===== src/rtl/maze_ctrl_pkg.sv =====
// Shared definitions for the DFS maze-walk controller.
//   state_t : FSM state encoding (4 bits)
//   DIR_*   : neighbour direction codes driven on dir
package maze_ctrl_pkg;

  typedef enum logic [3:0] {
    StIdle    = 4'd0,
    StMark    = 4'd1,
    StCheck   = 4'd2,
    StRead    = 4'd3,
    StEval    = 4'd4,
    StMove    = 4'd5,
    StNextDir = 4'd6,
    StBack    = 4'd7,
    StGoal    = 4'd8,
    StReplay  = 4'd9,
    StFail    = 4'd10
  } state_t;

  localparam logic [1:0] DIR_YM = 2'b00;  // y-1
  localparam logic [1:0] DIR_XP = 2'b01;  // x+1
  localparam logic [1:0] DIR_XM = 2'b10;  // x-1
  localparam logic [1:0] DIR_YP = 2'b11;  // y+1

endpackage


===== src/rtl/maze_ctrl_wait.sv =====
// Maze-memory latency counter.
//   clk, rst : clock, async active-high reset
//   load     : preload MEM_LAT-1
//   dec      : count down by one (saturates at zero)
//   zero     : counter is zero (read data valid on the next cycle)
module maze_ctrl_wait #(
  parameter int unsigned MEM_LAT = 1
) (
  input  logic clk,
  input  logic rst,
  input  logic load,
  input  logic dec,
  output logic zero
);

  localparam logic [1:0] LoadVal = 2'(MEM_LAT - 1);

  logic [1:0] cnt_q;

  always_ff @(posedge clk or posedge rst) begin
    if (rst) begin
      cnt_q <= 2'd0;
    end else if (load) begin
      cnt_q <= LoadVal;
    end else if (dec && (cnt_q != 2'd0)) begin
      cnt_q <= cnt_q - 2'd1;
    end
  end

  assign zero = (cnt_q == 2'd0);

endmodule


===== src/rtl/maze_ctrl.sv =====
// Sequencing FSM for the DFS maze-walk datapath.
//   start              : begins a solve from idle
//   cntReach, empStck,
//   curLoc             : datapath status (edge of grid, stack empty, location)
//   memRdData          : maze cell at the next location (1 = wall/visited)
//   rgLd, adderEn, dir,
//   push, pop, done,
//   run                : datapath controls
//   memRd, memWr,
//   memWrData          : maze memory access at the next location
//   busy, found, fail  : solve status (found/fail sticky until next start)
module maze_ctrl
  import maze_ctrl_pkg::*;
#(
  parameter logic [7:0]  GOAL_LOC = 8'hFF,
  parameter int unsigned MEM_LAT  = 1
) (
  input  logic       clk,
  input  logic       rst,
  input  logic       start,
  input  logic       cntReach,
  input  logic       empStck,
  input  logic [7:0] curLoc,
  input  logic       memRdData,
  output logic       rgLd,
  output logic       adderEn,
  output logic [1:0] dir,
  output logic       push,
  output logic       pop,
  output logic       done,
  output logic       run,
  output logic       memRd,
  output logic       memWr,
  output logic       memWrData,
  output logic       busy,
  output logic       found,
  output logic       fail
);

  state_t     state_q;
  logic [1:0] dir_q;
  logic       busy_q, found_q, fail_q;
  logic       wait_load, wait_zero;

  // Arm the latency counter on the CHECK -> READ transition.
  assign wait_load = (state_q == StCheck) && (curLoc != GOAL_LOC) && !cntReach;

  maze_ctrl_wait #(
    .MEM_LAT(MEM_LAT)
  ) u_wait (
    .clk (clk),
    .rst (rst),
    .load(wait_load),
    .dec (state_q == StRead),
    .zero(wait_zero)
  );

  always_ff @(posedge clk or posedge rst) begin
    if (rst) begin
      state_q <= StIdle;
      dir_q   <= DIR_YM;
      busy_q  <= 1'b0;
      found_q <= 1'b0;
      fail_q  <= 1'b0;
    end else begin
      unique case (state_q)
        StIdle: begin
          if (start) begin
            found_q <= 1'b0;
            fail_q  <= 1'b0;
            busy_q  <= 1'b1;
            dir_q   <= DIR_YM;
            state_q <= StMark;
          end
        end
        StMark:  state_q <= StCheck;
        StCheck: begin
          if (curLoc == GOAL_LOC) state_q <= StGoal;
          else if (cntReach)      state_q <= StNextDir;
          else                    state_q <= StRead;
        end
        StRead: begin
          if (wait_zero) state_q <= StEval;
        end
        StEval:  state_q <= memRdData ? StNextDir : StMove;
        StMove: begin
          dir_q   <= DIR_YM;
          state_q <= StCheck;
        end
        StNextDir: begin
          if (dir_q != DIR_YP) begin
            dir_q   <= dir_q + 2'd1;
            state_q <= StCheck;
          end else if (empStck) begin
            // Flags change on entry so fail is visible during the FAIL cycle.
            fail_q  <= 1'b1;
            busy_q  <= 1'b0;
            state_q <= StFail;
          end else begin
            state_q <= StBack;
          end
        end
        StBack: begin
          dir_q   <= DIR_YM;
          state_q <= StCheck;
        end
        StGoal:  state_q <= StReplay;
        StReplay: begin
          if (empStck) begin
            found_q <= 1'b1;
            busy_q  <= 1'b0;
            state_q <= StIdle;
          end
        end
        StFail:  state_q <= StIdle;
        default: state_q <= StIdle;
      endcase
    end
  end

  always_comb begin
    rgLd    = 1'b0;
    adderEn = 1'b0;
    push    = 1'b0;
    pop     = 1'b0;
    done    = 1'b0;
    run     = 1'b0;
    memRd   = 1'b0;
    memWr   = 1'b0;
    unique case (state_q)
      StMark: memWr = 1'b1;
      StRead: begin
        adderEn = 1'b1;
        memRd   = 1'b1;
      end
      StEval: adderEn = 1'b1;
      StMove: begin
        adderEn = 1'b1;
        push    = 1'b1;
        rgLd    = 1'b1;
        memWr   = 1'b1;
      end
      StBack: begin
        pop  = 1'b1;
        rgLd = 1'b1;
      end
      StGoal:   done = 1'b1;
      StReplay: run  = !empStck;
      default:  ;
    endcase
  end

  assign dir       = dir_q;
  assign busy      = busy_q;
  assign found     = found_q;
  assign fail      = fail_q;
  assign memWrData = 1'b1;

endmodule


===== config.mk =====
export PLATFORM = sky130hd
export DESIGN_NAME = maze_ctrl
export DESIGN_NICKNAME = d
export VERILOG_FILES = /design/src/rtl/maze_ctrl_pkg.sv /design/src/rtl/maze_ctrl_wait.sv /design/src/rtl/maze_ctrl.sv
export SDC_FILE = /design/constraint.sdc
export NUM_CORES = 1
export LEC_CHECK = 0
export CORE_MARGIN = 4
export CORE_UTILIZATION = 45
export CTS_BUF_LIST = sky130_fd_sc_hd__clkbuf_8 sky130_fd_sc_hd__clkbuf_16
export DETAILED_ROUTE_END_ITERATION = 10
export PLACE_DENSITY = 0.86
export SLEW_MARGIN = 20
export SYNTH_ARGS = -nofsm -noshare
export SYNTH_HDL_FRONTEND = slang
export SYNTH_SLANG_ARGS = --single-unit

===== constraint.sdc =====
create_clock -name clk -period 3.4 [get_ports clk]
set_clock_uncertainty 0.1 [all_clocks]
set_input_delay 0.85 -clock clk [delete_from_list [all_inputs] [get_ports clk]]
set_output_delay 0.85 -clock clk [all_outputs]
set_load 0.01 [all_outputs]

==> results of run 1 <==
per-layer routing:
layer	GRT usage, %	wire length [um]	vias to the layer above
li1	-	-	410
met1	19.2	883	403
met2	31.1	1050	37
met3	5.83	149	7
met4	8.52	47	0
met5	0	0	-
final timing paths:
check / cells after the start / start / slack [ps] / end
min in group asynchronous: 2 / rst / 810 / dir[1]
hold reg to reg: 2 / found / 440 / found
max in group asynchronous: 2 / rst / 2090 / u_wait.cnt_q[1]
hold / removal: 2 / found / 440 / found
setup / recovery: 4 / state_q[1] / 280 / run
setup reg to reg: 4 / state_q[1] / 1580 / state_q[0]
final cells by class:
type                    count  area [um^2]  share of cell area, %
repair buffers             27          268                   23.6
multi-input cells          76          483                   42.7
inverters                   8         30.0                   2.65
flip-flops and latches     11          275                   24.3
clock buffers               3         41.3                   3.65
well taps                  25         31.3                   2.76
clock inverters             1         3.75                  0.331
cell families after synthesis:
group,synth area share [%]
flops,33.2
mux,1.21
other cells,0.452
compound gates,25.2
buf+inv,8.60
simple gates,27.3
xor+xnor,1.06
fa+ha+maj,3.02
per-stage QoR:
step / util, % / hold WS, ps / instances / cell area [um^2]
finish: 64.9 / 435 / 151 / 1130
global route: 64.9 / 482 / 151 / 1130
CTS: 64.9 / 443 / 151 / 1130
detailed placement: 62.3 / 426 / 147 / 1090
global placement: 62.3 / 395 / 147 / 1090
floorplan: - / 410 / 103 / 830
tightest hold or removal path, stage by stage, from the launching register on:
cell,delay (ps)
dfrtp_1,360
o21ai_0,80
o21ai_0,60
cell usage after synthesis (2+ instances only):
master / instances
dfrtp_1: 11
nor2_1: 9
inv_1: 8
nand2_1: 8
o21ai_0: 7
a21oi_1: 6
nor3_1: 6
a21o_1: 3
buf_2: 3
o211ai_1: 3
o31ai_1: 3
and3_1: 2
and4_1: 2
buf_4: 2
clkbuf_1: 2
ha_1: 2
nand2b_1: 2
nand3_1: 2
nor3b_1: 2
state kept, by name, indices dropped and copies added, names as in the netlist:
| signal | count |
|---|---|
| busy | 1 |
| dir | 2 |
| fail | 1 |
| found | 1 |
| state_q | 4 |
| u_wait.cnt_q | 2 |
power groups by stage:
stage | Combinational (uW) | Sequential, uW | Clock, uW
3_3_place_gp | 422 | 267 | 0
3_5_place_dp | 438 | 272 | 0
2_1_floorplan | 331 | 224 | 0
4_1_cts | 449 | 271 | 131
6_report | 448 | 274 | 128
5_1_grt | 490 | 284 | 140
==> out/results.txt, run 1 <==
status: completed
most common cell after layout, fill and taps aside: clkdlybuf4s50_1
Comb pwr share: 52.7%
Clk Latency, worst-skew pair: 240 ps
Netlist cell types: 39
min-delay worst type: reg2reg
GP Congestion: 0.818
CTS clk-pin slew, worst paths: 50 ps
top_reg_cell synth: dfrtp_1
first-pass GRT wire length: 3450 um
number of max-cap violations: 0
Rel. slew slack: 57.8%
Die Ht: 50.9 um
syn_nets: 119
Worst EP required: 2450 ps
endpoints failing setup: 0
Clock Sink Count: 11
Pwr Density: 750 nW/um^2
CTS tree: built
Leak: 0.000449 uW
f_max: 0.321 GHz
DRT Pass-1 Iters: 4
worst slew pin tran: 633 ps
synthesized flop and latch total: 11
Total GRT Usage: 17.8%
worst path cell trace: nor2_1 -> nand2_1 -> nor3_1 -> clkdlybuf4s50_1
CTS H-tree depth: 1
pin count of the biggest net entering global routing: 22
ANT nets after route: 0
area grow syn2layout: 36.5%
Place WS: 454 ps
clock share of power: 15.1%
Placement Rows: 15
Setup Fix Bufs, Post-CTS: 0
routed via count: 857
RSZ-0062 raised after global routing: false
# fillers: 145
WL/cell: 14.1 um
Slowest-stage cell, CP: dfrtp_1
Crit. End Element: output pin
worst-path maximum fanout: 19
Avg Cell Area, Syn: 8.05 um^2
WP buf/inv: 1
sequential fraction of the synthesis area: 33.2%
Slew Viols, Final: 0
Top delay family on crit path: simple AND/OR/NAND/NOR gates
core region area: 1750 um^2
# IOs: 28
Post-synth EDFFs: 0
CP max stage delay: 560 ps
clock root buffer: clkbuf_8
Initial Utilization: 47.5%
Cells after Synth: 103
DPL Wire Length: 1500 um
CTS Hold Bufs: 0
Switching Power: 357 uW
Synth Cell Area: 830 um^2
critical path class: reg2out
clock buffer count from CTS: 3
share of layout cells above drive strength 1: 7.14%
crit start category: flop
final worst setup slack: 281 ps
vias in the first global route: 814
cts repair resizes: 0
Sw Ratio: 42.0%
Fin Setup TNS: 0 ps
port bufs: 26
fin nets: 143
commonest non-fill, non-tap cells in the layout: clkdlybuf4s50_1, dfrtp_1, inv_1, nor2_1, nand2_1
min cycle time layout: 3120 ps
Synth top area share: 33.2%
DR DRC count: 0
drt total wl: 2130 um
Longest Clk Path Bufs: 2
maximum vdd drop: 0.386 mV
antenna diode count: 0
crit path DAT: 2170 ps
Syn. warnings: 0
full die area: 2590 um^2
Internal: 493 uW
most area-consuming cells after synthesis: dfrtp_1, o21ai_0, nor2_1
die width: 50.9 um
total power: 850 uW
ys async rst share: 100%
Synth area leader: dfrtp_1
Starting DRT DRC Count: 26
Reg power frac: 32.2%
initial antenna violation count: 0
Vias/cell: 5.68
fin crit share: 91.7%
final hold violation count: 0
GRT overflow: 0
Power figures use the tool's default switching activity.
==> run 2, diff against run 1 <==
CAP_MARGIN = 0   (was default)
CORE_UTILIZATION = 40   (was 45)
PLACE_DENSITY = 0.74   (was 0.86)
clock period = 2.7 ns   (was 3.4 ns; I/O delays follow)
==> out/results.txt, run 2 (same netlist as run 1, synthesis figures left out) <==
status: completed
Place WS: 82.4 ps
first-pass GRT wire length: 3730 um
most common cell after layout, fill and taps aside: clkdlybuf4s50_1
WL/cell: 13.4 um
port bufs: 26
Worst EP required: 1920 ps
Longest Clk Path Bufs: 2
total power: 1110 uW
hold_sp: dir[0]
fin nets: 148
clock buffer count from CTS: 3
CTS tree: built
Die Ht: 53.5 um
endpoints failing setup: 0
drt total wl: 2110 um
crit start category: primary input
f_max: 0.383 GHz
DPL Wire Length: 1620 um
Clock Sink Count: 11
vias in the first global route: 872
clock root buffer: clkbuf_8
CTS H-tree depth: 1
pin count of the biggest net entering global routing: 16
reg2reg start: state_q[3]
antenna diode count: 0
ANT nets after route: 0
# fillers: 202
final worst setup slack: 92.1 ps
GRT overflow: 0
Pwr Density: 946 nW/um^2
routed via count: 875
Crit. End Element: output pin
share of layout cells above drive strength 1: 10.7%
worst-path maximum fanout: 2
max reg flops: 4
number of max-cap violations: 0
Cell Area, Placed: 1130 um^2
Clk Latency, worst-skew pair: 240 ps
met2 WL post-DR: 1040 um
WL met3: 147 um
Total GRT Usage: 17.8%
# IOs: 28
full die area: 2870 um^2
core region area: 1960 um^2
Setup Fix Bufs, Post-CTS: 0
final instance area: 1170 um^2
Top Metal Used: met4
min cycle time layout: 2610 ps
area grow syn2layout: 41.3%
initial antenna violation count: 0
Vias/cell: 5.54
min-delay worst type: reg2reg
RSZ-0062 raised after global routing: false
maximum vdd drop: 0.506 mV
critical path class: in2out
Slew Viols, Final: 0
die width: 53.5 um
CP startpoint: empStck
crit path DAT: 1830 ps
Reg with most FFs: state_q
CTS clk-pin slew, worst paths: 50 ps
DRT Pass-1 Iters: 4
final hold violation count: 0
Leak: 0.000475 uW
fin crit share: 96.6%
Starting DRT DRC Count: 39
cts repair resizes: 0
CTS Hold Bufs: 0
Initial Utilization: 42.3%
M1 WL: 883 um
Fin Setup TNS: 0 ps
Placement Rows: 16
GP Congestion: 0.826
DR DRC count: 0
Fin Hold WS: 405 ps
commonest non-fill, non-tap cells in the layout: clkdlybuf4s50_1, dfrtp_1, inv_1, nor2_1, nand2_1
## run 2: cell type report
class                   instances  area [um^2]  area share, %
flip-flops and latches         11          275           23.5
repair buffers                 32          305           26.0
multi-input cells              76          483           41.2
clock inverters                 1         3.75          0.320
well taps                      27         33.8           2.88
inverters                       8         30.0           2.56
clock buffers                   3         41.3           3.52
## run 2: through the flow
stage | utilization (%) | instances
3_3_place_gp | 57.5 | 154
3_5_place_dp | 57.5 | 154
2_1_floorplan | - | 103
6_report | 59.8 | 158
4_1_cts | 59.8 | 158
5_1_grt | 59.8 | 158
## run 2: routing by layer
metal / vias to the layer above / track usage, %
li1: 422 / -
met1: 408 / 20.5
met2: 40 / 31.8
met3: 5 / 2.77
met4: 0 / 8.51
met5: - / 0
## run 2: power breakdown
| part | internal [uW] | leakage [uW] | switching [uW] |
|---|---|---|---|
| clock | 100 | 0.0000269 | 65.8 |
| combinational | 328 | 0.000311 | 327 |
| sequential | 229 | 0.000137 | 58.4 |
| total | 657 | 0.000475 | 452 |
## run 2: worst paths after layout
check,end,slack [ps],cells after the start
worst max-delay path,run,90,3
worst min-delay path,dir[0],410,1
worst max register to register,state_q[0],930,5
worst min register to register,dir[0],410,1
max in group asynchronous,state_q[3],1540,2
min in group asynchronous,dir[0],640,2
## run 2: critical path, stage by stage
cell	delay, ps
clkdlybuf4s50_1	430
nor3_1	170
clkdlybuf4s50_1	560
